--- src/rtl/stw_scheduler_pkg.sv ---
// Shared definitions for the self-test-window scheduler.
//   - stw_state_e : scheduler FSM state encoding
//   - VEC_SLOT_*  : word slot of each field inside a packed vector-table entry
//                   (entry = {mult_op1, mult_op2, add_op, expected}, op1 in MSBs)
//   - STW_TIMEOUT_DEF : default completion timeout in cycles
package stw_scheduler_pkg;

  typedef enum logic [2:0] {
    ST_IDLE      = 3'd0,
    ST_WAIT      = 3'd1,
    ST_LOAD      = 3'd2,
    ST_ARM       = 3'd3,
    ST_WAIT_DONE = 3'd4,
    ST_CHECK     = 3'd5
  } stw_state_e;

  localparam int VEC_SLOT_OP1 = 3;
  localparam int VEC_SLOT_OP2 = 2;
  localparam int VEC_SLOT_ADD = 1;
  localparam int VEC_SLOT_EXP = 0;

  localparam int STW_TIMEOUT_DEF = 8;

endpackage

--- src/rtl/stw_vector_table.sv ---
// Test-vector register file for the STW scheduler.
//   clk     : clock
//   wr_en   : write strobe, wr_data stored at wr_idx on the rising edge
//   wr_idx  : write entry index
//   wr_data : packed entry {mult_op1, mult_op2, add_op, expected}
//   rd_idx  : read entry index
//   rd_data : combinational read of entry rd_idx
// Storage is deliberately not reset; entries are undefined until written.
module stw_vector_table
  import stw_scheduler_pkg::*;
#(
  parameter int WORD_SIZE = 16,
  parameter int NUM_VEC   = 4
) (
  input  logic                         clk,
  input  logic                         wr_en,
  input  logic [$clog2(NUM_VEC)-1:0]   wr_idx,
  input  logic [4*WORD_SIZE-1:0]       wr_data,
  input  logic [$clog2(NUM_VEC)-1:0]   rd_idx,
  output logic [4*WORD_SIZE-1:0]       rd_data
);

  logic [4*WORD_SIZE-1:0] mem [NUM_VEC];

  always_ff @(posedge clk) begin
    if (wr_en) mem[wr_idx] <= wr_data;
  end

  assign rd_data = mem[rd_idx];

endmodule

--- src/rtl/stw_scheduler.sv ---
// Self-test-window scheduler: periodically runs one table vector on one PE
// through its load/start/complete/result handshake, walking all PE/vector
// pairs round-robin and keeping a sticky per-PE fault map.
//   clk, rst            : clock, async active-low reset
//   enable              : run; 0 returns to IDLE after the current test
//   interval_cfg        : idle cycles between tests (0 behaves as 1)
//   test_allow          : slot grant from the array top FSM
//   vec_wr_*            : vector table write port
//   STW_mult_op1/op2/add_op/expected : broadcast vector, held between LOADs
//   STW_test_load_en    : per-PE load strobe
//   STW_start           : per-PE start pulse
//   STW_complete        : per-PE complete
//   STW_result_out      : per-PE pass(1)/fail(0)
//   fault_clr           : clear fault_map (a same-cycle new fault survives)
//   fault_map           : sticky per-PE fault flags
//   fault_valid/fault_pe_idx : pulse + index when a fault is recorded
//   busy                : test in flight (not IDLE/WAIT)
//   sweep_done          : pulse when the last PE/vector pair is passed
//
// state      | meaning
// -----------+-----------------------------------------------------------
// IDLE       | scheduler off, waiting for enable
// WAIT       | interval down-counter running
// LOAD       | vector on buses, load strobe to current PE
// ARM        | waiting for test_allow, start pulse in the granted cycle
// WAIT_DONE  | waiting for complete low->high, or timeout
// CHECK      | record result, advance pointer, reload interval
module stw_scheduler
  import stw_scheduler_pkg::*;
#(
  parameter int WORD_SIZE = 16,
  parameter int NUM_PE    = 16,
  parameter int NUM_VEC   = 4,
  parameter int CNT_W     = 16,
  parameter int TIMEOUT   = STW_TIMEOUT_DEF
) (
  input  logic                        clk,
  input  logic                        rst,
  input  logic                        enable,
  input  logic [CNT_W-1:0]            interval_cfg,
  input  logic                        test_allow,
  input  logic                        vec_wr_en,
  input  logic [$clog2(NUM_VEC)-1:0]  vec_wr_idx,
  input  logic [4*WORD_SIZE-1:0]      vec_wr_data,
  output logic [WORD_SIZE-1:0]        STW_mult_op1,
  output logic [WORD_SIZE-1:0]        STW_mult_op2,
  output logic [WORD_SIZE-1:0]        STW_add_op,
  output logic [WORD_SIZE-1:0]        STW_expected,
  output logic [NUM_PE-1:0]           STW_test_load_en,
  output logic [NUM_PE-1:0]           STW_start,
  input  logic [NUM_PE-1:0]           STW_complete,
  input  logic [NUM_PE-1:0]           STW_result_out,
  input  logic                        fault_clr,
  output logic [NUM_PE-1:0]           fault_map,
  output logic                        fault_valid,
  output logic [$clog2(NUM_PE)-1:0]   fault_pe_idx,
  output logic                        busy,
  output logic                        sweep_done
);

  localparam int PE_W  = $clog2(NUM_PE);
  localparam int VEC_W = $clog2(NUM_VEC);
  localparam int TMO_W = $clog2(TIMEOUT + 1);
  localparam logic [PE_W-1:0]  PE_LAST  = PE_W'(NUM_PE - 1);
  localparam logic [VEC_W-1:0] VEC_LAST = VEC_W'(NUM_VEC - 1);

  stw_state_e               state, state_nxt;
  logic [CNT_W-1:0]         cnt;
  logic [CNT_W-1:0]         iv_load;
  logic [TMO_W-1:0]         tmo;
  logic                     seen_low;
  logic                     res_pass;
  logic [PE_W-1:0]          pe_idx;
  logic [VEC_W-1:0]         vec_idx;
  logic [4*WORD_SIZE-1:0]   vec_q;
  logic [4*WORD_SIZE-1:0]   tbl_rd;
  logic [NUM_PE-1:0]        fault_map_nxt;
  logic                     advance;
  logic                     reload;
  logic                     capture;
  logic                     done_ok;

  stw_vector_table #(
    .WORD_SIZE (WORD_SIZE),
    .NUM_VEC   (NUM_VEC)
  ) u_table (
    .clk     (clk),
    .wr_en   (vec_wr_en),
    .wr_idx  (vec_wr_idx),
    .wr_data (vec_wr_data),
    .rd_idx  (vec_idx),
    .rd_data (tbl_rd)
  );

  assign iv_load = (interval_cfg == '0) ? CNT_W'(1) : interval_cfg;
  // seen_low is registered so a complete that never dropped cannot pass
  assign done_ok = seen_low && STW_complete[pe_idx];

  always_ff @(posedge clk or negedge rst) begin
    if (!rst) state <= ST_IDLE;
    else      state <= state_nxt;
  end

  always_comb begin
    state_nxt        = state;
    advance          = 1'b0;
    reload           = 1'b0;
    capture          = 1'b0;
    STW_test_load_en = '0;
    STW_start        = '0;
    fault_valid      = 1'b0;
    fault_pe_idx     = '0;
    sweep_done       = 1'b0;
    busy             = 1'b1;
    case (state)
      ST_IDLE: begin
        busy = 1'b0;
        if (enable) begin
          state_nxt = ST_WAIT;
          reload    = 1'b1;
        end
      end
      ST_WAIT: begin
        busy = 1'b0;
        if (cnt == CNT_W'(1)) begin
          if (!enable) begin
            state_nxt = ST_IDLE;
          end else if (fault_map[pe_idx]) begin
            advance = 1'b1;
            reload  = 1'b1;
          end else begin
            state_nxt = ST_LOAD;
            capture   = 1'b1;
          end
        end
      end
      ST_LOAD: begin
        STW_test_load_en[pe_idx] = 1'b1;
        state_nxt                = ST_ARM;
      end
      ST_ARM: begin
        if (test_allow) begin
          STW_start[pe_idx] = 1'b1;
          state_nxt         = ST_WAIT_DONE;
        end
      end
      ST_WAIT_DONE: begin
        if (done_ok || tmo == TMO_W'(1)) state_nxt = ST_CHECK;
      end
      ST_CHECK: begin
        if (!res_pass) begin
          fault_valid  = 1'b1;
          fault_pe_idx = pe_idx;
        end
        advance   = 1'b1;
        reload    = 1'b1;
        state_nxt = enable ? ST_WAIT : ST_IDLE;
      end
      default: state_nxt = ST_IDLE;
    endcase
    sweep_done = advance && (pe_idx == PE_LAST) && (vec_idx == VEC_LAST);
  end

  // A fault recorded in the same cycle as fault_clr survives the clear.
  always_comb begin
    fault_map_nxt = fault_clr ? '0 : fault_map;
    if (fault_valid) fault_map_nxt[pe_idx] = 1'b1;
  end

  always_ff @(posedge clk or negedge rst) begin
    if (!rst) begin
      cnt       <= '0;
      tmo       <= '0;
      seen_low  <= 1'b0;
      res_pass  <= 1'b0;
      pe_idx    <= '0;
      vec_idx   <= '0;
      vec_q     <= '0;
      fault_map <= '0;
    end else begin
      fault_map <= fault_map_nxt;
      if (reload)               cnt <= iv_load;
      else if (state == ST_WAIT) cnt <= cnt - 1'b1;
      // table is sampled on entry to LOAD, so a write to the driven entry
      // only shows up at the following LOAD
      if (capture) vec_q <= tbl_rd;
      if (state == ST_ARM) begin
        tmo      <= TMO_W'(TIMEOUT);
        seen_low <= 1'b0;
      end else if (state == ST_WAIT_DONE) begin
        if (!STW_complete[pe_idx]) seen_low <= 1'b1;
        if (tmo != '0)             tmo      <= tmo - 1'b1;
        // on timeout done_ok is 0, so the test is recorded as a fail
        res_pass <= done_ok && STW_result_out[pe_idx];
      end
      if (advance) begin
        if (vec_idx == VEC_LAST) begin
          vec_idx <= '0;
          pe_idx  <= (pe_idx == PE_LAST) ? '0 : pe_idx + 1'b1;
        end else begin
          vec_idx <= vec_idx + 1'b1;
        end
      end
    end
  end

  assign STW_mult_op1 = vec_q[VEC_SLOT_OP1*WORD_SIZE +: WORD_SIZE];
  assign STW_mult_op2 = vec_q[VEC_SLOT_OP2*WORD_SIZE +: WORD_SIZE];
  assign STW_add_op   = vec_q[VEC_SLOT_ADD*WORD_SIZE +: WORD_SIZE];
  assign STW_expected = vec_q[VEC_SLOT_EXP*WORD_SIZE +: WORD_SIZE];

endmodule

--- config.mk ---
export PLATFORM = sky130hd
export DESIGN_NAME = stw_scheduler
export DESIGN_NICKNAME = d
export VERILOG_FILES = /design/src/rtl/stw_scheduler_pkg.sv /design/src/rtl/stw_vector_table.sv /design/src/rtl/stw_scheduler.sv
export SDC_FILE = /design/constraint.sdc
export NUM_CORES = 1
export LEC_CHECK = 0
export ABC_AREA = 0
export CAP_MARGIN = 40
export CORE_MARGIN = 5
export CORE_UTILIZATION = 50
export CTS_BUF_LIST = sky130_fd_sc_hd__clkbuf_8
export DETAILED_ROUTE_END_ITERATION = 10
export MAX_ROUTING_LAYER = met4
export PLACE_DENSITY_LB_ADDON = 0.05
export SLEW_MARGIN = 10
export SYNTH_ARGS = -nofsm -noshare
export SYNTH_HDL_FRONTEND = slang
export SYNTH_SLANG_ARGS = --single-unit
--- constraint.sdc ---
create_clock -name clk -period 2.8 [get_ports clk]
set_clock_uncertainty 0.05 [all_clocks]
set_input_delay 0.56 -clock clk [delete_from_list [all_inputs] [get_ports clk]]
set_output_delay 0.56 -clock clk [all_outputs]
set_load 0.02 [all_outputs]
[After elaboration in Yosys (flattened, before gate mapping)]
Memory sizes are Yosys's and may differ from the RTL's. A register that Yosys moved wholly into a read port is not among the register bits.
Cells that the tools add are included.
W data, S select, Z words.
Word-level totals
  bits of input ports: 120
  memories kept: 1
  bits in writable memories: 256
  bits in registers: 47
Memories
  u_table.mem: depth 4, bits a word 64, rd ports 1, clocked after memory_dff 1, wr ports 1, RTL line stw_vector_table.sv:23  | logic [4*WORD_SIZE-1:0] mem [NUM_VEC];
Operators by class
  bitwise logic cells: 2
  reduce and logical (&&, ||, !) cells: 19
  add/subtract/negate cells: 4
  order comparisons: 2
  eq/ne operators: 15
  mux-type cells: 49
Operators with widths (number)
  $mux W16: 8
  $mux W4: 6
  $mux W1: 21
  $mux W3: 6
  $pmux W3 S6: 1
  $eq A16 B1 Y1 const B: 1
  $logic_not A16 Y1: 1
  $or A16 B16 Y16: 1
  $sub A16 B1 Y16 const B: 1
  $bmux W1 S4: 3
  $ne A2 B2 Y1 const B: 4
  $reduce_and A2 Y1: 4
  $eq A3 B2 Y1 const B: 2
  $eq A3 B3 Y1 const B: 2
  $reduce_bool A2 Y1: 3
  $logic_and A1 B1 Y1: 5
  $lt A4 B5 Y1 const B: 1
  $reduce_and A5 Y1: 1
  $add A4 B1 Y4 const B: 1
  $demux W1 S4: 1
  $eq A4 B1 Y1 const B: 1
  $eq A4 B4 Y1 const B: 1
  $ge A4 B1 Y1 const B: 1
  $reduce_bool A4 Y1: 1
  other kinds (14): 14

[Longest topological paths before layout]
Gate-level depths: netlist of run 1.
  depth in word-level cells: 8
  depth in mapped cells: 10
  depth with buffers taken out: 7

[Modules after synthesis]
Synthesis of run 1 repeated with hierarchy kept, for this count alone.
Unflattened totals
  cell total of the unflattened synthesis: 819
  area, all modules: 14873.0 um^2
By module, submodules not included
  stw_vector_table: times used 1, seq. area each 7687.4 um^2, area each 9341.5 um^2, cells each 338
  stw_scheduler: times used 1, seq. area each 2777.7 um^2, area each 5531.6 um^2, cells each 481

[Worst setup path after synthesis of run 1]
No wires, ideal clock.
  path kind: input-to-reg
  from: input port vec_wr_idx[1]
  to: memory u_table.mem[0][0] in the netlist's numbering, enable pin
  library setup time: 0.579 ns
  path slack: -3.091 ns
  arrival time: 5.262 ns
  stages on the path: 1
  path buffers: 0
  data required time: 2.171 ns
  cell sequence: nor3b_1
RTL lines
  from (decl): RTL line stw_scheduler.sv:43  | input logic [$clog2(NUM_VEC)-1:0] vec_wr_idx,
  to (decl): RTL line stw_vector_table.sv:23
Straight into the memory's write port.

[Worst setup path after layout of run 1]
  from: register cnt[9]
  to: output port sweep_done
Between the ends
  cells in the longest elaborated chain, start to end: 5
Ends and longest elaborated chain
  from (decl): RTL line stw_scheduler.sv:68  | logic [CNT_W-1:0] cnt;
  from (signal assigned): RTL line stw_scheduler.sv:182  | if (reload) cnt <= iv_load;
  from (signal assigned): RTL line stw_scheduler.sv:183  | else if (state == ST_WAIT) cnt <= cnt - 1'b1;
  $eq A16 B1 Y1: RTL line stw_scheduler.sv:125  | if (cnt == CNT_W'(1)) begin
  $mux W1: RTL line stw_scheduler.sv:125
  $pmux W1 S2: RTL line stw_scheduler.sv:115  | case (state)
  $logic_and A1 B1 Y1 (2 in a row): RTL line stw_scheduler.sv:161  | sweep_done = advance && (pe_idx == PE_LAST) && (vec_idx == VEC_LAST);
  to (decl): RTL line stw_scheduler.sv:58  | output logic sweep_done
Every way passes these cells.

==> summary.md, run 1 <==
| Metric | Value |
|---|---|
| Ys Warns | 0 |
| Starting density of the core | about half |
| Max Slew Vio Count | 0 |
| Core box area | between 20000 and 30000 sq um |
| Die X-Extent | ~180 microns |
| Lkg Pwr | 0.00746 uW |
| Clock buffer depth | 3 |
| Most common cell after layout, fill and taps aside | edfxtp_1 |
| H-Tree Depth | 2 |
| I/O pin count | 239 |
| Hold Violations, Final | 0 |
| Synth area leaders | edfxtp_1, dfrtp_1, mux4_2 |
| Slowest cell on crit path | or3_4 |
| Yosys reg bits | between 300 and 400 |
| Crit path from | cnt[9] |
| Max cap viols | 0 |
| Reg2Reg Depth | 10 |
| Area share of the largest cell type after synthesis | between 50% and 60% |
| Final setup violating endpoints | 1 |
| Worst path top cell family by delay | simple AND/OR/NAND/NOR gates |
| Die area | between 30000 and 40000 sq um |
| Netlist cell types | 54 |
| Failing checks | setup timing |
| Cell taking the most area after synthesis | edfxtp_1 |
| Power Total | 14300 uW |
| Detail-routed net length per standard cell | approximately 21 microns |
| Routed vias/inst | between 5 and 6 |
| Cell Pwr Density | between 700 and 800 nW/um^2 |
| Worst hold margin | 343 ps |
| Clock slew at reported path FFs | roughly 60 ps |
| DIE HEIGHT | 182 microns |
| Largest net degree at the start of global routing | 67 |
| CP max FO | 2 |
| Mean Syn Cell Area | between 15 and 20 sq um |
| Antenna violations before repair | 1 |
| GRT Overall Usage | between 15 and 20% |
| Tmin final | 3000 ps |
| R2R Path Start | pe_idx[1] |
| Post-route DRC | 0 |
| IO buf count | approximately 240 |
| Synthesized net count | roughly 900 |
| Buf+Inv Stages, Crit Path | 1 |
| Post-synth ARST share | between 30% and 40% |
| Root Driver | clkbuf_8 |
| Mapped Area | about 15000 sq um |
| # nets final | about 1300 |
| R2R Path End | vec_q[32] |
| Max-slew headroom | between 50% and 60% |
| Number of cell rows | 62 |
| Fmax | between 0.3 and 0.4 GHz |
| Vias in the first global route | about 9000 |
| Fraction of layout cells with a size suffix above 1 | approximately 31% |
| Worst setup EP type | primary output |
| Most frequent cells in the layout | edfxtp_1, clkdlybuf4s50_1, dfrtp_1 |
| Crit-path cells | nor4_4 > nand2_1 > or3_4 > a211oi_4 > o21ai_2 > nor2_1 > buf_4 |
| CP required | around 2200 ps |
| FILL cells | around 2000 |
| Synthesized instance count | 793 |
| DR vias | about 8300 |
| First-pass GRT wire length | ~51 mm |
| DRT antenna net count | 0 |
| RePlAce Congestion | 0.907 |
| Crit-path max cell delay | about 440 ps |
| EDFF count, synth | approximately 260 |
| CTS Buf Count | 59 |
| Unrepaired setup endpoints after global routing | true |
| Share of the clock period used by the worst path | 107% |
| Sink Count | 367 |
| Final Util | between 60 and 70% |
| Worst slew pin tran | 629 ps |
| Worst VDD drop | 0.000539 V |
| Flop-to-flop setup slack | 70 ps |
| CTS tree | yes |
| DRT Wirelength | 33.1 mm |
| Crit Path Class | reg2out |
| Top_reg_cell synth | edfxtp_1 |
| Skew-Pair Late Insertion Delay | 570 ps |
| Worst path arrival time | 2390 ps |
| Outcome | finished, violations left |
| Sequential area share after synthesis | a little under three quarters |
| DP HPWL | approximately 21 mm |
| Worst min path class | in2async |
| Startpoint types | flop |
| Area growth, synth to finish | 33.4% |
| Minimum setup slack in the final design | -200 ps |
| DRT iter0 DRCs | 483 |
| Grt total ovfl | 0 |
| Drt pass-1 iters | 4 |
[where the power goes]
part | internal, uW | switching [uW] | total, uW | leakage, uW
sequential | 6250 | 208 | 6460 | 0.00384
combinational | 2060 | 1690 | 3740 | 0.00295
clock | 2120 | 1970 | 4080 | 0.000667
[what timing repair did]
| action | 4_1_cts | 5_1_grt |
|---|---|---|
| cloned | 0 | 5 |
| resized for setup | 69 | 102 |
| setup buffers | 3 | 5 |
| hold buffers | 1 | 0 |
| endpoints found under the setup margin | 46 | 74 |
| endpoints found under the hold margin | 11 | 0 |
| pin swaps | 5 | 3 |
[synth_stat cells, types with 2 or more instances]
cell,n
nor2_1,52
nor3b_1,3
ha_1,9
xor2_1,12
edfxtp_1,256
mux2_4,9
nand4b_1,2
nand3_1,5
o21ai_0,5
a22oi_1,2
o22ai_1,16
buf_1,4
mux2_2,76
buf_6,7
or2_2,2
buf_4,2
nor3_1,7
or3b_2,2
xnor2_1,6
inv_1,26
nand3b_1,3
nor4_1,7
dfrtp_1,111
clkbuf_1,21
a21o_1,3
a21oi_1,4
nand2_1,29
nor2b_1,3
and2_1,3
mux2i_1,8
mux4_2,75
[worst register-to-register path: cells and delay by family, from the launching register on]
family          cells  cell delay [ps]
compound gates      2              310
mux                 2              810
buf+inv             4              650
simple gates        2              370
flops               1              420
[worst max-delay path by stage]
| stage | to | slack (ps) | cells past startpoint |
|---|---|---|---|
| 6_report | sweep_done | -200 | 7 |
| 5_1_grt | sweep_done | -350 | 7 |
| 4_1_cts | sweep_done | -260 | 7 |
| 3_5_place_dp | sweep_done | -450 | 7 |
| 3_3_place_gp | sweep_done | -400 | 7 |
| 2_1_floorplan | sweep_done | 8 | 6 |
[cell type report]
class	instances	area [sq um]	area share, %
flip-flops and latches	367	10500	53.3
well taps	384	480	2.44
clock inverters	44	173	0.878
clock buffers	65	895	4.55
inverters	26	101	0.515
multi-input cells	365	4280	21.8
diodes	1	2.50	0.0127
repair buffers	325	3260	16.6
[flip-flops by register name (all words and copies together) (netlist names)]
register / cells
cnt: 16
vec_idx: 2
res_pass: 1
u_table.mem: 256
state: 3
vec_q: 64
pe_idx: 4
fault_map: 16
seen_low: 1
tmo: 4
[cell families (layout without fill, tap and decap cells)]
group	after synthesis	in the layout	synth area share, %
other cells	0	1	0
buf+inv	61	460	1.97
xor+xnor	18	18	1.07
simple gates	127	127	4.27
compound gates	43	43	2.22
mux	168	168	18.7
fa+ha+maj	9	9	0.764
flops	367	367	71.0
[layer usage]
metal	global-route usage, %	share of wire [%]	vias to the layer above	routed length (microns)
met2	32.1	49	274	16200
met3	5.44	7.2	39	2380
met5	-	0	-	0
met1	25.7	43	4206	14100
li1	-	-	3813	-
met4	4.32	1.2	0	412
[through the flow]
| step | TNS (ps) | instances | area [sq um] | setup slack, ps |
|---|---|---|---|---|
| after detailed placement | -1470 | 1453 | 18200 | -450 |
| after floorplan | 0 | 793 | 14800 | 8.34 |
| after CTS | -262 | 1566 | 19300 | -260 |
| after global routing | -958 | 1577 | 19700 | -351 |
| after global placement | -4160 | 1451 | 18100 | -401 |
| final | -200 | 1577 | 19700 | -200 |
No activity file was read; power rests on OpenSTA's default activity.
==> run 2: changes to the inputs <==
--- a/config.mk
+++ b/config.mk
@@ -13,6 +13,7 @@
 export DETAILED_ROUTE_END_ITERATION = 10
 export MAX_ROUTING_LAYER = met4
 export PLACE_DENSITY_LB_ADDON = 0.05
+export RECOVER_POWER = 50
 export SLEW_MARGIN = 10
 export SYNTH_ARGS = -nofsm -noshare
 export SYNTH_HDL_FRONTEND = slang
==> run 2 against run 1 <==
  * The flow still finishes with violations (setup timing)
  * First-iteration DRC count unchanged
  * Fmax is 0.17% higher
  * Critical path depth did not move
  * Sequential share of layout area grew 0.18 points
  * Combinational power barely moved
  * Clock power about the same
  * Global-route usage is the same
  * Register-to-register slack about the same
  * Final cell count up 0.44%
  * Cell area fell by 0.34%
  * Critical endpoint unchanged
  * Largest power group unchanged
  * Highest routed layer unchanged
==> summary.md, run 2 (synthesis results as in run 1) <==
| Metric | Value |
|---|---|
| DIE HEIGHT | 182 microns (unchanged) |
| First-pass GRT wire length | 50.6 mm (unchanged) |
| Clock power share | 28.6% (about the same) |
| Fmax | 0.334 GHz (+0.17%) |
| CTS tree | yes |
| CP required | 2190 ps (about the same) |
| Worst VDD drop | 0.000542 V (+0.51%) |
| Skew-Pair Late Insertion Delay | 570 ps (about the same) |
| Fraction of layout cells with a size suffix above 1 | 31.0% (-0.25 points) |
| Final setup violating endpoints | 1 (unchanged) |
| DRT Wirelength | 33.2 mm (+0.17%) |
| Die X-Extent | 182 microns (unchanged) |
| CTS Buf Count | 59 (unchanged) |
| Tmin final | 3000 ps (-5.04 ps) |
| Area growth, synth to finish | 32.9% |
| Largest register FFs | 256 (unchanged) |
| Core box area | 28900 sq um (unchanged) |
| Worst path arrival time | 2390 ps (about the same) |
| Int Pwr | 10400 uW (-0.26%) |
| DR vias | 8334 (+0.024%) |
| Sequential Power Share | 45.4% (+0.2 points) |
| Lkg Pwr | 0.00745 uW (-0.12%) |
| P_sw | 3850 uW (-0.33%) |
| Comb pwr share | 26.1% (about the same) |
| Worst Hold End | res_pass |
| Failing checks | setup timing |
| Largest net degree at the start of global routing | 67 (unchanged) |
| Hold Startpoint | res_pass |
| Clock slew at reported path FFs | 60 ps (about the same) |
| RePlAce Congestion | 0.907 (unchanged) |
| Routed vias/inst | 5.26 (-0.42%) |
| Most common cell after layout, fill and taps aside | edfxtp_1 |
| Clock buffer depth | 3 (unchanged) |
| Starting density of the core | 50.9% (unchanged) |
| Antenna violations before repair | 8 (+7) |
| R2R Path Start | pe_idx[1] |
| Die area | 33000 sq um (unchanged) |
| Reg2Reg Depth | 10 (unchanged) |
| Crit Path Class | reg2out |
| Root Driver | clkbuf_8 |
| Max-slew headroom | 20.8% (-37 points) |
| GRT Overall Usage | 19.9% (unchanged) |
| DRT antenna net count | 0 (unchanged) |
| Max cap viols | 0 (unchanged) |
| Flop-to-flop setup slack | 70 ps (about the same) |
| Biggest register | u_table.mem |
| DP HPWL | 20.8 mm (unchanged) |
| Worst min path class | reg2reg |
| Hold Violations, Final | 0 (unchanged) |
| I/O pin count | 239 (unchanged) |
| Vias in the first global route | 9095 (unchanged) |
| Worst hold stages | 2 |
| IO buf count | 238 (unchanged) |
| Startpoint types | flop |
| Sw frac | 27.0% (about the same) |
| Share of the clock period used by the worst path | 107% (-0.18 points) |
| Post-route DRC | 0 (unchanged) |
| R2R Path End | vec_q[32] |
| Worst setup EP type | primary output |
| Max Slew Vio Count | 0 (unchanged) |
| Largest regs | u_table.mem: 256 flops, vec_q: 64 flops |
| Grt total ovfl | 0 (unchanged) |
| Cell Pwr Density | 727 nW/um^2 (about the same) |
| Worst slew pin tran | 1190 ps (+559 ps) |
| Sink Count | 367 (unchanged) |
| Layout Cells excl Fill | 1584 (+0.44%) |
| DRT iter0 DRCs | 483 (unchanged) |
| Detail-routed net length per standard cell | 21.0 microns (-0.28%) |
| # nets final | 1273 (unchanged) |
| Unrepaired setup endpoints after global routing | true |
| Outcome | finished, violations left |
| H-Tree Depth | 2 (unchanged) |
| Minimum setup slack in the final design | -195 ps (+5.04 ps) |
| DP Cell Count | 1453 (unchanged) |
| CP max FO | 2 (unchanged) |
| Drt pass-1 iters | 4 (unchanged) |
| Number of cell rows | 62 (unchanged) |
| Most frequent cells in the layout | edfxtp_1, clkdlybuf4s50_1, dfrtp_1 |
| Post-place setup slack | -450 ps (unchanged) |
[run 2: changes by cell type in the layout (fill, tap and decap cells not counted), sizes merged]
cell | previous run | this run
clkbuf | 85 | 92
clkdlybuf4s50 | 199 | 134
diode | 1 | 8
buf | 86 | 79
dlygate4sd3 | 1 | 66
[run 2: power by group through the flow]
stage | clock (uW) | combinational (uW) | sequential (uW)
3_3_place_gp | 0 | 3620 | 6520
2_1_floorplan | 0 | 2430 | 6550
6_report | 4070 | 3710 | 6460
3_5_place_dp | 0 | 3670 | 6540
4_1_cts | 4210 | 3740 | 6460
5_1_grt | 4480 | 4040 | 6500
[run 2: worst max-delay path by stage]
| stage | startpoint | to | cells after the start |
|---|---|---|---|
| after floorplan | cnt[6] | sweep_done | 6 |
| after global placement | enable | sweep_done | 7 |
| after detailed placement | enable | sweep_done | 7 |
| after CTS | cnt[9] | sweep_done | 7 |
| after global routing | cnt[9] | sweep_done | 7 |
| final | cnt[9] | sweep_done | 7 |
[run 2: layout make-up]
type / count / area [sq um]
fill: 2035 / 9340
clock inverter: 44 / 173
inverter: 26 / 101
tap: 384 / 480
sequential: 367 / 10500
clock buffer: 65 / 895
timing repair buffer: 325 / 3190
multi-input combinational: 365 / 4260
antenna: 8 / 20.0
[run 2: through the flow]
stage | TNS, ps | power (uW) | hold slack (ps) | util, % | area [sq um]
floorplan | 0 | 8980 | 214 | - | 14800
global placement | -4160 | 10100 | 379 | 62.7 | 18100
detailed placement | -1470 | 10200 | 380 | 62.8 | 18200
CTS | -262 | 14400 | 310 | 66.7 | 19300
global route | -1000 | 15000 | 447 | 67.7 | 19600
finish | -195 | 14200 | 419 | 67.7 | 19600
[run 2: worst max-delay path, cell delays in order, from the launching register on]
cell,delay [ps]
dfrtp_1,410
nor4_4,300
nand2_1,140
or3_4,440
a211oi_4,200
o21ai_2,90
nor2_1,100
buf_4,150
[run 2: timing repair]
| action | CTS | global route |
|---|---|---|
| cloned | 0 | 5 |
| hold buffers | 1 | 0 |
| pin swaps | 5 | 3 |
| setup buffers | 3 | 5 |
| gates resized for setup | 69 | 102 |
| endpoints found under the hold margin | 11 | 0 |
| setup endpoints to repair | 46 | 74 |
[run 2: layer usage]
metal / wire, microns / global-route usage (%) / share of wire [%] / up-vias
met4: 359 / 4.32 / 1.1 / 0
met1: 14200 / 25.7 / 43 / 4209
met5: 0 / - / 0 / -
met3: 2320 / 5.44 / 7.0 / 33
li1: - / - / - / 3818
met2: 16300 / 32.1 / 49 / 274
